`config.mk`:
```
export PLATFORM = sky130hd
export DESIGN_NAME = fmap_stream_source
export DESIGN_NICKNAME = d
export VERILOG_FILES = /design/src/rtl/fmap_pkg.sv /design/src/rtl/fmap_fifo4.sv /design/src/rtl/fmap_stream_source.sv
export SDC_FILE = /design/constraint.sdc
export NUM_CORES = 1
export LEC_CHECK = 0
export ABC_AREA = 1
export CORE_MARGIN = 2
export CORE_UTILIZATION = 45
export CTS_BUF_LIST = sky130_fd_sc_hd__clkbuf_4
export DETAILED_ROUTE_END_ITERATION = 8
export HOLD_SLACK_MARGIN = 0.15
export PLACE_DENSITY = 0.75
export SYNTH_ARGS = -nofsm -noshare
export SYNTH_HDL_FRONTEND = slang
export SYNTH_SLANG_ARGS = --single-unit
```
`constraint.sdc`:
```
create_clock -name clk -period 37.8 [get_ports clk]
set_input_delay 5.67 -clock clk [delete_from_list [all_inputs] [get_ports clk]]
set_output_delay 5.67 -clock clk [all_outputs]
set_load 0.03 [all_outputs]
```
`src/rtl/fmap_pkg.sv`:
```
// Shared types and constants for the feature-map stream source and its FIFO.
package fmap_pkg;

  typedef enum logic [1:0] {IDLE, RUN, DRAIN} state_t;

  localparam int FIFO_DEPTH = 4;

  function automatic int word_width(input int data_w, input int channels);
    return data_w * channels;
  endfunction

endpackage

```
`src/rtl/fmap_fifo4.sv`:
```
// Four-entry synchronous FIFO with occupancy count; a push and a pop on the same
// edge leave the count unchanged.
module fmap_fifo4
  import fmap_pkg::*;
#(
  parameter int WIDTH = 8
) (
  input  logic             clk,
  input  logic             rst_n,
  input  logic             i_push,
  input  logic [WIDTH-1:0] i_data,
  input  logic             i_pop,
  output logic [WIDTH-1:0] o_data,
  output logic [2:0]       o_count
);

  logic [WIDTH-1:0] r_mem [FIFO_DEPTH];
  logic [1:0]       r_wr_ptr;
  logic [1:0]       r_rd_ptr;
  logic [2:0]       r_count;
  logic             w_push;
  logic             w_pop;

  assign w_pop  = i_pop && (r_count != 3'd0);
  assign w_push = i_push && ((r_count != 3'(FIFO_DEPTH)) || w_pop);

  // Storage is not reset; the owner masks the head word while the FIFO is empty.
  always_ff @(posedge clk) begin
    if (w_push) begin
      r_mem[r_wr_ptr] <= i_data;
    end
  end

  always_ff @(posedge clk or negedge rst_n) begin
    if (!rst_n) begin
      r_wr_ptr <= 2'd0;
      r_rd_ptr <= 2'd0;
      r_count  <= 3'd0;
    end else begin
      if (w_push) begin
        r_wr_ptr <= r_wr_ptr + 2'd1;
      end
      if (w_pop) begin
        r_rd_ptr <= r_rd_ptr + 2'd1;
      end
      case ({w_push, w_pop})
        2'b10:   r_count <= r_count + 3'd1;
        2'b01:   r_count <= r_count - 3'd1;
        default: r_count <= r_count;
      endcase
    end
  end

  assign o_data  = r_mem[r_rd_ptr];
  assign o_count = r_count;

endmodule

```
`src/rtl/fmap_stream_source.sv`:
```
// Streams one stored feature map from a sync-read RAM in raster order with ready/valid
// backpressure. Define FMAP_LAST_EN to add o_Last_Out, flagging the final pixel at the head.
module fmap_stream_source
  import fmap_pkg::*;
#(
  parameter int DATA_WIDHT = 32,
  parameter int CHANNEL    = 8,
  parameter int IMG_WIDTH  = 46,
  parameter int IMG_HEIGHT = 46,
  parameter int ADDR_WIDTH = 12
) (
  input  logic                                        clk,
  input  logic                                        rst_n,
  input  logic                                        i_Start,
  output logic                                        o_Mem_Rd_En,
  output logic [ADDR_WIDTH-1:0]                       o_Mem_Addr,
  input  logic [word_width(DATA_WIDHT, CHANNEL)-1:0]  i_Mem_Data,
  output logic [word_width(DATA_WIDHT, CHANNEL)-1:0]  o_Data_Out,
  output logic                                        o_Valid_Out,
  input  logic                                        i_Ready_In,
  output logic                                        o_Busy,
  output logic                                        o_Done
`ifdef FMAP_LAST_EN
  ,
  output logic                                        o_Last_Out
`endif
);

  localparam int WORD_W = word_width(DATA_WIDHT, CHANNEL);
  localparam logic [ADDR_WIDTH-1:0] LAST_ADDR = ADDR_WIDTH'(IMG_WIDTH * IMG_HEIGHT - 1);
  localparam logic [ADDR_WIDTH-1:0] ADDR_ONE  = ADDR_WIDTH'(1);
`ifdef FMAP_LAST_EN
  localparam int ENTRY_W = WORD_W + 1;
`else
  localparam int ENTRY_W = WORD_W;
`endif

  state_t                r_state;
  logic                  r_rd_en;
  logic                  r_rd_pend;
  logic                  r_busy;
  logic                  r_done;
  logic [ADDR_WIDTH-1:0] r_addr;
  logic [ADDR_WIDTH-1:0] r_next_addr;
  logic [ADDR_WIDTH-1:0] r_xfer_cnt;

  logic [2:0]            w_count;
  logic [3:0]            w_used;
  logic [ENTRY_W-1:0]    w_push_entry;
  logic [ENTRY_W-1:0]    w_head_entry;
  logic                  w_valid;
  logic                  w_pop;
  logic                  w_issue;
  logic                  w_last_issue;
  logic                  w_final_xfer;
  logic [ADDR_WIDTH-1:0] w_issue_addr;

  assign w_valid = (w_count != 3'd0);
  assign w_pop   = w_valid && i_Ready_In;

  // Credit covers words already queued plus both RAM pipeline stages; the word
  // leaving this edge frees its slot so a steady stream has no bubbles.
  assign w_used       = {1'b0, w_count} + {3'b000, r_rd_pend} + {3'b000, r_rd_en} - {3'b000, w_pop};
  assign w_issue      = ((r_state == IDLE) && i_Start) ||
                        ((r_state == RUN) && (w_used < 4'(FIFO_DEPTH)));
  assign w_issue_addr = (r_state == IDLE) ? '0 : r_next_addr;
  assign w_last_issue = w_issue && (w_issue_addr == LAST_ADDR);
  assign w_final_xfer = w_pop && (r_xfer_cnt == LAST_ADDR);

  always_ff @(posedge clk or negedge rst_n) begin
    if (!rst_n) begin
      r_state     <= IDLE;
      r_rd_en     <= 1'b0;
      r_rd_pend   <= 1'b0;
      r_busy      <= 1'b0;
      r_done      <= 1'b0;
      r_addr      <= '0;
      r_next_addr <= '0;
      r_xfer_cnt  <= '0;
    end else begin
      r_rd_en   <= w_issue;
      r_rd_pend <= r_rd_en;
      r_done    <= 1'b0;
      if (w_issue) begin
        r_addr      <= w_issue_addr;
        r_next_addr <= w_last_issue ? '0 : w_issue_addr + ADDR_ONE;
      end
      if (w_pop) begin
        r_xfer_cnt <= w_final_xfer ? '0 : r_xfer_cnt + ADDR_ONE;
      end
      case (r_state)
        IDLE: begin
          if (i_Start) begin
            r_busy  <= 1'b1;
            r_state <= w_last_issue ? DRAIN : RUN;
          end
        end
        RUN: begin
          if (w_last_issue) begin
            r_state <= DRAIN;
          end
        end
        DRAIN: begin
          if (w_final_xfer) begin
            r_busy  <= 1'b0;
            r_done  <= 1'b1;
            r_state <= IDLE;
          end
        end
        default: r_state <= IDLE;
      endcase
    end
  end

`ifdef FMAP_LAST_EN
  logic r_en_last;
  logic r_pend_last;

  // The last-pixel flag follows its read through both RAM stages into the FIFO.
  always_ff @(posedge clk or negedge rst_n) begin
    if (!rst_n) begin
      r_en_last   <= 1'b0;
      r_pend_last <= 1'b0;
    end else begin
      r_en_last   <= w_last_issue;
      r_pend_last <= r_en_last;
    end
  end

  assign w_push_entry = {r_pend_last, i_Mem_Data};
  assign o_Last_Out   = w_valid && w_head_entry[WORD_W];
`else
  assign w_push_entry = i_Mem_Data;
`endif

  fmap_fifo4 #(
    .WIDTH(ENTRY_W)
  ) u_fifo (
    .clk    (clk),
    .rst_n  (rst_n),
    .i_push (r_rd_pend),
    .i_data (w_push_entry),
    .i_pop  (w_pop),
    .o_data (w_head_entry),
    .o_count(w_count)
  );

  assign o_Mem_Rd_En = r_rd_en;
  assign o_Mem_Addr  = r_addr;
  assign o_Valid_Out = w_valid;
  assign o_Data_Out  = w_valid ? w_head_entry[WORD_W-1:0] : '0;
  assign o_Busy      = r_busy;
  assign o_Done      = r_done;

endmodule
```
==> out/results.tsv, run 1 <==
stage	metric	value	unit
setup_path	CP most frequent cell	buf_4	
setup_path	cells along the critical path	inv_16 > buf_4 > buf_4 > buf_4 > o21ai_0 > a21oi_1 > clkdlybuf4s50_1	
placement	dpl hpwl	59300	µm
setup_path	Critical Path RT	32130	ps
setup_path	slowest stage delay, CP	900	ps
setup_path	CP Launch Type	flip-flop	
placement	DP Area	0.0485	mm²
routing	WL/cell	19.1	µm
die	Die Width	310	µm
hold_path	Hold Crit Class	reg -> reg	
setup_path	path type of the worst setup path	reg -> out	
clocking	# clock sinks	1073	
layout	share of layout cells above drive strength 1	0.118	
timing	setup TNS	0	ps
pwr	Pwr per Cell Area	79.8	mW/mm²
routing	DR vias	28400	
synth	#FFs+latches synth	1073	
timing	Clock Skews	96.9	ps
global_route	Global Route Usage Sum	0.211	
setup_path	Crit Path Max Fanout	236	
clocking	# resized after CTS	0	
die	IO Count	532	
synth	YS warnings	0	
clocking	# H-tree levels	5	
die	die height	310	µm
placement	routability-driven placement congestion ratio	0.806	
layout	register area	0.0320	mm²
pwr	Power, Total	4.15	mW
synth	Seq/Total Area, Yosys	0.757	
synth	syn avg cell area	12.5	µm²
setup_path	slowest CP cell	buf_4	
timing	Final Slew Violations	0	
timing	Final min period	12350	ps
routing	Vias/cell	5.20	
global_route	grt ovf	0	
die	initial core utilization	0.453	
global_route	initial antenna violation count	32	
pwr	peak supply drop	0.0612	mV
synth	Synth Net Count	3638	
global_route	first-pass GRT wire length	155000	µm
layout	post-route cell area	0.0520	mm²
die	Die Area	0.0963	mm²
layout	Area Overhead vs Synth	23.1	%
pwr	P_leak	17.7	nW
run_status	outcome	finished clean	
clocking	CTS tree	yes	
setup_path	Worst setup EP type	primary output	
routing	initial DRC count	2180	
synth	Netlist Area Pre-Place	0.0422	mm²
setup_path	Critical Path AT	6680	ps
timing	# setup viols final	0	
synth	unique cell type count in the Yosys netlist	40	
clocking	clock buffer depth	4	
die	core area	0.0932	mm²
global_route	largest net degree at the start of global routing	237	
layout	commonest non-fill, non-tap cell in the layout	nor2_1	
clocking	# Post-CTS Setup Buffers	0	
layout	area occupied by multi-input gates	0.00907	mm²
timing	Period Utilization, post-route	0.327	
clocking	clk slew on worst S/H paths	60	ps
layout	commonest cells after routing, fill and taps aside	nor2_1 (1053), edfxtp_1 (1024), clkdlybuf4s50_1 (530), clkbuf_4 (404), o21ai_0 (309)	
timing	Worst-Margin Slew	1070	ps
timing	relative slew slack	0.284	
clocking	worst skew pair latency	1150	ps
routing	DR DRC count	0	
timing	Final Hold Fails	0	
routing	antenna viol nets, final	0	
clocking	CTS Hold Bufs	0	
clocking	root buf cell	clkbuf_4	
placement	PortBufs	531	
setup_path	buffers plus inverters on the worst setup path	5	
timing	RSZ-0062 raised after global routing	false	
layout	Filler cells	7402	
run	max-cap viol count	0	
synth	Post-Synthesis Cells	3367	
setup_path	CP top delay family	buffers and inverters	
timing	Fmax achieved	81.0	MHz
routing	TritonRoute pass-1 iters	5	
clocking	TritonCTS buffer count	295	
layout	nets	4289	
die	# rows	112	
global_route	vias in the first global route	27600	
routing	WL final	105000	µm
==> path summary, 6_finish.rpt <==
path	from	endpoint	slack, ps	cells after the start
max	u_fifo.r_rd_ptr[0]	o_Data_Out[160]	25450	7
min	o_Mem_Rd_En	r_rd_pend	500	0
min in group asynchronous	rst_n	r_xfer_cnt[0]	4690	2
min reg2reg	o_Mem_Rd_En	r_rd_pend	500	0
max in group asynchronous	rst_n	u_fifo.r_rd_ptr[0]	32620	2
max reg2reg	u_fifo.o_count[2]	u_fifo.r_mem[0][240]	33730	7
==> cell usage after synthesis (all sizes together) <==
master  instances  area [µm²]
nor4            1        21.3
nor3            9        61.3
nand3b          3        22.5
dfrtp          49        1230
fa              1        20.0
nor2         1064        4050
nand3          39         218
edfxtp       1024       30700
inv            57         214
clkinv          1        5.00
and3            1        6.26
xor2           12         105
clkbuf         77         300
a221oi          1        8.76
a31oi           2        12.5
nand4           8        50.1
o21ai         535        2690
a21oi         260        1300
and2            1        6.26
nand2          80         338
ha             10         125
xnor2           1        8.76
buf           130         683
or2             1        6.26
==> flip-flops by register name (all words and copies together), names as in the netlist <==
name,flops
r_xfer_cnt,12
r_state,2
o_Done,1
o_Mem_Addr,12
u_fifo.o_count,3
u_fifo.r_rd_ptr,2
r_rd_pend,1
u_fifo.r_mem,1024
u_fifo.r_wr_ptr,2
o_Busy,1
o_Mem_Rd_En,1
r_next_addr,12
==> power by group <==
| group | internal, mW | switching [mW] | total (mW) |
|---|---|---|---|
| logic | 0.637 | 1.20 | 1.84 |
| registers | 1.31 | 0.0342 | 1.34 |
| clock network | 0.523 | 0.444 | 0.967 |
==> stage by stage <==
step | utilization | hold WS [ps] | std cells | setup slack [ps]
floorplan | - | 475 | 3367 | 20400
global placement | 0.520 | 474 | 4975 | 26650
detailed placement | 0.520 | 474 | 4975 | 26500
CTS | 0.557 | 503 | 5440 | 25240
global route | 0.558 | 509 | 5473 | 24910
finish | 0.558 | 504 | 5474 | 25450
==> logic make-up after synthesis <==
group | after synthesis | share of synthesized area
AO/OA/AOI/OAI | 798 | 0.0949
XOR/XNOR | 13 | 0.00270
adder cells (fa/ha/maj) | 11 | 0.00344
buffers and inverters | 265 | 0.0285
flip-flops | 1073 | 0.757
AND/OR/NAND/NOR | 1207 | 0.113
==> metal layers <==
metal / global-route usage / part of all wire / vias up
met5: 0 / 0.00045 / -
met4: 0.122 / 0.041 / 8
met3: 0.0563 / 0.069 / 244
met2: 0.347 / 0.51 / 1059
met1: 0.250 / 0.38 / 13700
li1: - / - / 13400
==> final cells by class <==
class	count	area share
repair buffers	561	0.107
flip-flops and latches	1073	0.615
inverters	58	0.00479
clock buffers	404	0.0584
diodes	34	0.00164
well taps	1254	0.0302
multi-input cells	2029	0.175
clock inverters	61	0.00749
Power figures use the tool's default switching activity.
==> run 2: changes to the inputs <==
PLACE_DENSITY = 0.78   (was 0.75)
clock period = 10.9 ns   (was 37.8 ns; I/O delays follow)
==> run 2 against run 1 <==
Net effect:
- clock skew up 32 ps
- the flow now finishes with violations (slew limit)
- largest cell class unchanged
- via count increased by 1.4%
- global-route usage is 0.050 points lower
- sequential share of layout area increased by 0.053 points
- critical path depth rose by 1
- first-iteration DRC count rose by 6.5%
- non-clock buffer count is 4 lower
- final cell count down 0.15%
- cell area is essentially flat
==> out/results.tsv, run 2 (synthesis gave the netlist of run 1 again) <==
stage	metric	value	unit	change
hold_path	Hold Path End	r_rd_pend		unchanged
placement	dpl hpwl	58100	µm	was 59300 µm
die	Die Area	0.0963	mm²	unchanged
setup_path	Critical Path RT	9270	ps	was 32130 ps
global_route	grt ovf	0		unchanged
routing	WL final	105000	µm	about the same
pwr	Power, Total	14.3	mW	was 4.15 mW
setup_path	CP most frequent cell	buf_4		unchanged
timing	# setup viols final	0		unchanged
clocking	root buf cell	clkbuf_4		unchanged
timing	worst hold slack	499	ps	was 504 ps
die	die height	310	µm	unchanged
layout	share of layout cells above drive strength 1	0.118		about the same
timing	final worst setup slack	3520	ps	was 25450 ps
placement	Placement Setup Slack	4710	ps	was 26500 ps
layout	final cell count without fillers	5466		was 5474
global_route	vias in the first global route	28100		was 27600
clocking	clock buffer depth	4		unchanged
layout	Final Core Density	0.557		was 0.558
die	initial core utilization	0.453		unchanged
run_status	outcome	finished, violations left		was finished clean
die	IO Count	532		unchanged
clocking	CTS tree	yes		unchanged
placement	routability-driven placement congestion ratio	0.793		was 0.806
setup_path	RR Endpoint	u_fifo.r_mem[2][64]		was u_fifo.r_mem[0][240]
run_status	failing checks	slew limit		
setup_path	cells along the critical path	buf_4 > buf_4 > buf_4 > nor2_1 > nor2_1 > o21ai_1 > a21oi_1 > clkdlybuf4s50_1		was inv_16 > buf_4 > buf_4 > buf_4 > o21ai_0 > a21oi_1 > clkdlybuf4s50_1
setup_path	Worst Reg-to-Reg Cells	6		was 7
global_route	initial antenna violation count	27		was 32
hold_path	Hold Path Stages	0		unchanged
clocking	CTS Hold Bufs	0		unchanged
routing	DR DRC count	0		unchanged
setup_path	path type of the worst setup path	reg -> out		unchanged
clocking	TritonCTS buffer count	294		was 295
timing	Fmax achieved	136	MHz	
routing	WL/cell	19.2	µm	was 19.1 µm
timing	setup TNS	0	ps	unchanged
clocking	# resized after CTS	0		unchanged
layout	commonest cells after routing, fill and taps aside	nor2_1 (1053), edfxtp_1 (1024), clkdlybuf4s50_1 (530), clkbuf_4 (408), o21ai_0 (309)		was nor2_1 (1053), edfxtp_1 (1024), clkdlybuf4s50_1 (530), clkbuf_4 (404), o21ai_0 (309)
clocking	worst skew pair latency	1160	ps	was 1150 ps
routing	antenna viol nets, final	0		unchanged
pwr	peak supply drop	0.368	mV	was 0.0612 mV
routing	Vias/cell	5.27		was 5.20
pwr	P_leak	17.7	nW	about the same
clocking	# Post-CTS Setup Buffers	0		unchanged
die	Die Width	310	µm	unchanged
timing	Final min period	7380	ps	
die	# rows	112		unchanged
pwr	Pwr per Cell Area	276	mW/mm²	was 79.8 mW/mm²
layout	Area Overhead vs Synth	23.0	%	was 23.1%
clocking	clk slew on worst S/H paths	70	ps	was 60 ps
layout	nets	4284		was 4289
timing	Final Slew Violations	83		was 0
routing	DR vias	28800		was 28400
global_route	largest net degree at the start of global routing	237		unchanged
layout	post-route cell area	0.0519	mm²	was 0.0520 mm²
layout	commonest non-fill, non-tap cell in the layout	nor2_1		unchanged
timing	Period Utilization, post-route	0.677		
timing	Clock Skews	128	ps	was 96.9 ps
placement	PortBufs	531		unchanged
placement	placed cell count	4971		was 4975
setup_path	internal reg-to-reg setup slack	7360	ps	was 33730 ps
timing	RSZ-0062 raised after global routing	false		unchanged
run	max-cap viol count	0		unchanged
hold_path	Hold Crit Class	reg -> reg		unchanged
timing	Final Hold Fails	0		unchanged
clocking	# clock sinks	1073		unchanged
clocking	# H-tree levels	5		unchanged
die	core area	0.0932	mm²	unchanged
global_route	first-pass GRT wire length	155000	µm	about the same
hold_path	Hold Startpoint	o_Mem_Rd_En		unchanged
setup_path	slowest CP cell	buf_4		unchanged
layout	Biggest register	u_fifo.r_mem		unchanged
placement	DP Area	0.0485	mm²	about the same
routing	TritonRoute pass-1 iters	7		was 5
setup_path	slowest stage delay, CP	850	ps	was 900 ps
routing	initial DRC count	2322		was 2180
timing	relative slew slack	-0.0145		was 0.284
timing	Worst-Margin Slew	1520	ps	was 1070 ps
setup_path	CP Launch Type	flip-flop		unchanged
setup_path	worst r2r src	u_fifo.o_count[1]		was u_fifo.o_count[2]
global_route	Global Route Usage Sum	0.210		was 0.211
setup_path	Critical Path AT	5740	ps	was 6680 ps
layout	max reg flops	1024		unchanged
setup_path	Crit Path Max Fanout	88		was 236
setup_path	Worst setup EP type	primary output		unchanged
[run 2: cell count changes in the layout (fill, tap and decap cells not counted), moves of 2 or more]
cell       before  now
clkinv_2        8   10
clkbuf_4      404  408
bufinv_16       5    3
buf_4          26   19
diode_2        34   25
buf_12          4    7
clkinv_4        3    1
clkinv_1       39   43
[run 2: how the worst max path moves through the flow]
| stage | start | end | slack [ps] |
|---|---|---|---|
| finish | u_fifo.r_rd_ptr[0] | o_Data_Out[8] | 3520 |
| global route | u_fifo.r_rd_ptr[0] | o_Data_Out[8] | 3130 |
| CTS | u_fifo.r_rd_ptr[0] | o_Data_Out[8] | 3450 |
| detailed placement | u_fifo.r_rd_ptr[0] | o_Data_Out[8] | 4710 |
| global placement | u_fifo.r_rd_ptr[0] | o_Data_Out[12] | 4760 |
| floorplan | i_Ready_In | u_fifo.r_mem[0][0] | -2470 |
[run 2: worst max-delay path, delay by kind of cell, from the launching register on]
family | cells | cell delay, ps
AO/OA/AOI/OAI | 2 | 340
AND/OR/NAND/NOR | 2 | 290
buffers and inverters | 4 | 3220
flip-flops | 1 | 650
[run 2: cell type report]
| cell class | count | area (µm²) |
|---|---|---|
| Fill cell | 7388 | 41300 |
| Sequential cell | 1073 | 32000 |
| Multi-Input combinational cell | 2029 | 9070 |
| Timing Repair Buffer | 557 | 5590 |
| Clock buffer | 408 | 3060 |
| Tap cell | 1254 | 1570 |
| Clock inverter | 62 | 333 |
| Inverter | 58 | 245 |
| Antenna cell | 25 | 62.6 |
[run 2: report_power, final]
part	internal (mW)	leakage, nW	switching [mW]
Sequential	4.53	9.79	0.0472
Combinational	2.22	5.87	4.24
Clock	1.78	2.05	1.53
[run 2: metal layers]
| layer | routed length, µm | global-route usage | vias up |
|---|---|---|---|
| li1 | - | - | 13400 |
| met1 | 39100 | 0.246 | 13900 |
| met3 | 8030 | 0.0599 | 285 |
| met2 | 52900 | 0.344 | 1200 |
| met5 | 122 | 0 | - |
| met4 | 4930 | 0.129 | 18 |
